File: src/rtl/code_rom_loader_pkg.sv
// Shared types and default sizing for the code ROM loader.
package code_rom_loader_pkg;

    typedef enum logic [2:0] {
        ST_IDLE = 3'd0,
        ST_LOAD = 3'd1,
        ST_CSUM = 3'd2,
        ST_DONE = 3'd3,
        ST_ERR  = 3'd4
    } state_e;

    localparam int unsigned DEF_ROM_BYTES = 32;
    localparam int unsigned DEF_ADDR_W    = 12;

endpackage

File: src/rtl/code_rom_loader_if.sv
// Host byte stream and ROM write port of the code ROM loader.
interface code_rom_loader_if #(
    parameter int unsigned ADDR_W = code_rom_loader_pkg::DEF_ADDR_W
);
    logic              host_valid;
    logic [7:0]        host_data;
    logic              host_ready;
    logic              rom_wr_en;
    logic [ADDR_W-1:0] rom_wr_addr;
    logic [7:0]        rom_wr_data;

    // master: the loader (accepts host bytes, drives ROM writes)
    modport master (
        input  host_valid, host_data,
        output host_ready, rom_wr_en, rom_wr_addr, rom_wr_data
    );

    // slave: host and ROM side
    modport slave (
        output host_valid, host_data,
        input  host_ready, rom_wr_en, rom_wr_addr, rom_wr_data
    );
endinterface

File: src/rtl/code_rom_loader.sv
// Loads a checksummed byte image from a host stream into the code ROM,
// holding the CPU off the ROM read path while the load is in progress.
module code_rom_loader
    import code_rom_loader_pkg::*;
#(
    parameter int unsigned ROM_BYTES = DEF_ROM_BYTES,
    parameter int unsigned ADDR_W    = DEF_ADDR_W
) (
    input  logic              clk,
    input  logic              reset_code_rom_n,
    input  logic              load_start,
    input  logic [ADDR_W-1:0] load_base,
    input  logic [ADDR_W-1:0] load_len,
    input  logic              load_abort,
    code_rom_loader_if.master bus,
    output logic              cpu_grant,
    output logic              load_busy,
    output logic              load_done,
    output logic              load_err,
    output logic [7:0]        checksum
);

    state_e            state_q, state_d;
    logic [ADDR_W-1:0] base_q, base_d;
    logic [ADDR_W-1:0] len_q, len_d;
    logic [ADDR_W-1:0] count_q, count_d;
    logic [7:0]        csum_q, csum_d;
    logic              err_q, err_d;

    logic              host_ready;
    logic              wr_en;
    logic [ADDR_W:0]   end_addr;
    logic              range_bad;

    // One extra bit so base+len cannot wrap past the ROM size check
    assign end_addr  = {1'b0, load_base} + {1'b0, load_len};
    assign range_bad = (load_len == '0) || (end_addr > (ADDR_W+1)'(ROM_BYTES));

    always_ff @(posedge clk or negedge reset_code_rom_n) begin
        if (!reset_code_rom_n) begin
            state_q <= ST_IDLE;
            base_q  <= '0;
            len_q   <= '0;
            count_q <= '0;
            csum_q  <= '0;
            err_q   <= 1'b0;
        end else begin
            state_q <= state_d;
            base_q  <= base_d;
            len_q   <= len_d;
            count_q <= count_d;
            csum_q  <= csum_d;
            err_q   <= err_d;
        end
    end

    always_comb begin
        state_d    = state_q;
        base_d     = base_q;
        len_d      = len_q;
        count_d    = count_q;
        csum_d     = csum_q;
        err_d      = err_q;
        cpu_grant  = 1'b0;
        load_busy  = 1'b1;
        host_ready = 1'b0;
        wr_en      = 1'b0;
        load_done  = 1'b0;

        unique case (state_q)
            ST_IDLE: begin
                cpu_grant = 1'b1;
                load_busy = 1'b0;
                if (load_start) begin
                    base_d  = load_base;
                    len_d   = load_len;
                    count_d = '0;
                    csum_d  = '0;
                    err_d   = range_bad;
                    state_d = range_bad ? ST_ERR : ST_LOAD;
                end
            end
            ST_LOAD: begin
                if (load_abort) begin
                    state_d = ST_ERR;
                    err_d   = 1'b1;
                end else begin
                    host_ready = 1'b1;
                    if (bus.host_valid) begin
                        wr_en   = 1'b1;
                        count_d = count_q + ADDR_W'(1);
                        csum_d  = csum_q + bus.host_data;
                        if (count_q == len_q - ADDR_W'(1)) state_d = ST_CSUM;
                    end
                end
            end
            ST_CSUM: begin
                if (load_abort) begin
                    state_d = ST_ERR;
                    err_d   = 1'b1;
                end else begin
                    host_ready = 1'b1;
                    if (bus.host_valid) begin
                        if (bus.host_data == csum_q) begin
                            state_d = ST_DONE;
                        end else begin
                            state_d = ST_ERR;
                            err_d   = 1'b1;
                        end
                    end
                end
            end
            ST_DONE: begin
                load_done = 1'b1;
                state_d   = ST_IDLE;
            end
            ST_ERR: begin
                err_d   = 1'b1;
                state_d = ST_IDLE;
            end
            default: state_d = ST_IDLE;
        endcase
    end

    assign bus.host_ready  = host_ready;
    assign bus.rom_wr_en   = wr_en;
    assign bus.rom_wr_addr = base_q + count_q;
    assign bus.rom_wr_data = bus.host_data;
    assign load_err        = err_q;
    assign checksum        = csum_q;

endmodule

File: src/flat_wrapper.sv
// flat-port wrapper written by rule: the top's interface ports become plain ports
module code_rom_loader_flat import code_rom_loader_pkg::*;
#(
    parameter int unsigned ROM_BYTES = DEF_ROM_BYTES,
    parameter int unsigned ADDR_W    = DEF_ADDR_W
)
  (clk, reset_code_rom_n, load_start, load_base, load_len, load_abort, cpu_grant, load_busy, load_done, load_err, checksum, bus_host_valid, bus_host_data, bus_host_ready, bus_rom_wr_en, bus_rom_wr_addr, bus_rom_wr_data);
  code_rom_loader_if #(.ADDR_W(ADDR_W)) bus_i ();
  input  logic clk;
  input  logic reset_code_rom_n;
  input  logic load_start;
  input  logic [ADDR_W-1:0] load_base;
  input  logic [ADDR_W-1:0] load_len;
  input  logic load_abort;
  output logic cpu_grant;
  output logic load_busy;
  output logic load_done;
  output logic load_err;
  output logic [7:0] checksum;
  input wire logic [$bits(bus_i.host_valid)-1:0] bus_host_valid;
  input wire logic [$bits(bus_i.host_data)-1:0] bus_host_data;
  output wire logic [$bits(bus_i.host_ready)-1:0] bus_host_ready;
  output wire logic [$bits(bus_i.rom_wr_en)-1:0] bus_rom_wr_en;
  output wire logic [$bits(bus_i.rom_wr_addr)-1:0] bus_rom_wr_addr;
  output wire logic [$bits(bus_i.rom_wr_data)-1:0] bus_rom_wr_data;
  assign bus_i.host_valid = bus_host_valid;
  assign bus_i.host_data = bus_host_data;
  assign bus_host_ready = bus_i.host_ready;
  assign bus_rom_wr_en = bus_i.rom_wr_en;
  assign bus_rom_wr_addr = bus_i.rom_wr_addr;
  assign bus_rom_wr_data = bus_i.rom_wr_data;
  code_rom_loader #(.ROM_BYTES(ROM_BYTES), .ADDR_W(ADDR_W)) u_core (.clk(clk), .reset_code_rom_n(reset_code_rom_n), .load_start(load_start), .load_base(load_base), .load_len(load_len), .load_abort(load_abort), .bus(bus_i), .cpu_grant(cpu_grant), .load_busy(load_busy), .load_done(load_done), .load_err(load_err), .checksum(checksum));
endmodule
File: config.mk
export PLATFORM = sky130hd
export DESIGN_NAME = code_rom_loader_flat
export DESIGN_NICKNAME = d
export VERILOG_FILES = /design/src/rtl/code_rom_loader_pkg.sv /design/src/rtl/code_rom_loader_if.sv /design/src/rtl/code_rom_loader.sv /design/src/flat_wrapper.sv
export SDC_FILE = /design/constraint.sdc
export NUM_CORES = 1
export LEC_CHECK = 0
export ABC_AREA = 0
export CAP_MARGIN = 0
export CORE_UTILIZATION = 41
export DETAILED_ROUTE_END_ITERATION = 12
export SYNTH_ARGS = -nofsm -noshare
export SYNTH_HDL_FRONTEND = slang
export SYNTH_SLANG_ARGS = --single-unit
File: constraint.sdc
create_clock -name clk -period 8.46 [get_ports clk]
set_clock_uncertainty 0.15 [all_clocks]
set_input_delay 1.269 -clock clk [delete_from_list [all_inputs] [get_ports clk]]
set_output_delay 1.269 -clock clk [all_outputs]
set_load 0.005 [all_outputs]
==> results.yml <==
timing:
  maxSlewHeadroom_pct: 41.47
  hold_viol_final: 0
  post-route-min-period_ps: 4833
  finalCritPeriodShare_pct: 57.13
  maxSlewViolCount: 0
  clock.fmax_mhz: 206.9
  tightest_slew_ps: 874.8
  rsz0062_at_grt: "no"
  setup-violations-final: 0
  final.setup.tns_ps: 0
floorplanning:
  fp.dieH_um: 99.72
  coreArea_um2: 9240
  die_area_um2: 9943
  fp-row-count: 35
  io_pins: 71
  die_x_um: 99.72
  start_util_pct: 42.37
routing:
  drc: 0
  drt_first_pass_iters: 4
  wl_um: 9574
  viasPerCell: 5.496
  postRouteAntennaNets: 0
  wl_per_cell_um: 15.57
  drtIter0Drc: 100
  dr_total_vias: 3380
grt:
  grt.overflow.total: 0
  grt_usage_pct: 20.38
  grt_max_degree: 49
  grt_pass1_wl_um: 15970
  antenna_found_initial: 0
  grt_pass1_vias: 3237
layout:
  layout-drive-gt1-share_pct: 8.025
  final_cell_mix: "clkdlybuf4s50_1, dfrtp_1, nor2_1"
  stdcell_area_um2: 4747
  area_growth_pct: 21.25
  n_antenna_cell: 0
  final_cells: 615
  final_common_cell: "clkdlybuf4s50_1"
  fillers: 902
  final_nets: 558
critical_path:
  cp_data_arrival_time_ps: 3410
  cp-end-kind: "output port"
  cpMaxStageDelayCell: "clkdlybuf4s50_1"
  critPathMaxStageDelay_ps: 540
  r2r_slack_ps: 5250
  startpoint_type: "input port"
  critPathKind: "input port to output port"
  cpMostUsedCell: "clkdlybuf4s50_1"
  crit_chain: "clkdlybuf4s50_1 -> nor4b_2 -> nand2_1 -> clkinv_1 -> clkdlybuf4s50_1"
  crit_required_ps: 7040
  cp_max_fo: 9
yosys:
  ys_warn_count: 0
  seq_area_frac_synth_pct: 30.68
  synth_cells: 427
  synth_compound_area_share_pct: 16.87
  muxShareOfSynthArea_pct: 7.383
  synth_xor_area_share_pct: 10.07
  synthAdderAreaFrac_pct: 11.76
  synth_cell_type_count: 59
  ys.flop_type: "dfrtp_1"
  ys_seq_elements: 48
  synth_edf_count: 0
  synth.avg_cell_area_um2: 9.169
  synth_area_um2: 3915
  synth_top_family_by_area: "simple AND/OR/NAND/NOR gates"
  synth_fp_nets: 499
  ys_async_sr_fraction_pct: 100.0
  yosys.area_share.simple_pct: 18.41
placed_design:
  dp_hpwl_um: 7419
  placed_area_um2: 4669
  place_inst: 608
  port_buffers: 70
  gp_congestion: 0.8748
clock_tree:
  clk_latency_ps: 300
  cts_buffer_depth: 2
  htree_num_levels: 2
  tritoncts: "done"
  clock_sinks: 48
  cts_hold_buf: 0
  cts_resized: 0
  cts_buffers: 5
  clk_pin_slew_ps: 90
  cts_setup_buffers: 0
  ctsRootBufferMaster: "clkbuf_8"
pwr:
  peakVddDrop_mv: 0.06547
  p_total_uw: 599.7
  cellLeakagePower_nw: 1.993
  power.density_nw_per_um2: 126.3
run:
  maxCapViolCount: 0
min_path:
  hold_path_class: "flop to flop"
status:
  status: "complete, no violations"
where the power goes:
group	leakage [nW]	switching [mW]	total [mW]	internal (mW)
logic	1.34	0.0916	0.198	0.106
registers	0.612	0.0212	0.270	0.248
clock network	0.0410	0.0758	0.132	0.0564
total	1.99	0.189	0.600	0.411
synthesized netlist by cell type, types with 4 or more instances:
master	number	area [µm²]
a211oi_1	5	37.54
a21o_1	7	52.55
a21oi_1	15	75.07
a22o_1	4	35.03
and3_1	5	31.28
buf_4	11	82.58
clkbuf_1	7	26.28
dfrtp_1	48	1201
ha_1	32	400.4
inv_1	18	67.56
mux2_2	23	259.0
nand2_1	25	93.84
nand2b_1	6	37.54
nand3_1	8	40.04
nand3b_1	4	30.03
nor2_1	35	131.4
nor2b_1	5	31.28
nor3_1	14	70.07
nor4_1	12	75.07
o211ai_1	4	30.03
o21ai_0	28	140.1
o41ai_1	4	35.03
or3_1	7	43.79
or4_1	5	37.54
xnor2_1	27	236.5
xor2_1	18	157.7
path summary, 6_finish.rpt:
path	from	endpoint	cells past startpoint
worst min register to register	u_core.checksum[2]	u_core.checksum[2]	2
worst max register to register	u_core.state_q[2]	u_core.count_q[11]	8
min in group asynchronous	reset_code_rom_n	u_core.checksum[4]	2
worst max-delay path	load_abort	bus_rom_wr_en	5
max in group asynchronous	reset_code_rom_n	u_core.len_q[10]	2
worst min-delay path	u_core.checksum[2]	u_core.checksum[2]	2
state kept, by name (all words and copies together) (netlist names):
| register | flops |
|---|---|
| u_core.base_q | 12 |
| u_core.count_q | 12 |
| u_core.len_q | 12 |
| u_core.checksum | 8 |
| u_core.state_q | 3 |
| u_core.load_err | 1 |
per-layer routing:
metal	part of all wire (%)	wire length, µm	vias to the layer above	track usage [%]
met5	0	0	-	0
met4	1.1	101	0	6.335
met3	2.0	193	6	2.530
met2	47	4502	54	33.37
met1	50	4777	1638	28.04
li1	-	-	1682	-
cell families (layout without fill, tap and decap cells):
| family | Yosys count | after routing |
|---|---|---|
| buf+inv | 39 | 98 |
| fa+ha+maj | 35 | 35 |
| xor+xnor | 45 | 45 |
| simple gates | 137 | 137 |
| flops | 48 | 48 |
| mux | 26 | 26 |
| compound gates | 97 | 97 |
layout make-up:
cell class	instances	area, µm²	area share (%)
sequential	48	1201	25.30
timing repair buffer	72	710.7	14.97
inverter	19	71.32	1.502
multi-input combinational	340	2525	53.19
clock buffer	6	72.57	1.529
clock inverter	1	5.005	0.1054
tap	129	161.4	3.400
metrics by stage:
stage / utilization [%] / hold slack [ps] / worst slack [ps]
after floorplan: - / 334.9 / 4931
after global placement: 50.53 / 351.9 / 3716
after detailed placement: 50.53 / 356.5 / 3600
after CTS: 51.37 / 376.8 / 3596
after global routing: 51.37 / 385.9 / 3442
final: 51.37 / 373.2 / 3627
worst max-delay path: cells and delay by family:
family,cells,cell delay [ps]
buf+inv,3,1320
simple gates,2,820
(Power assumes the default switching activity.)
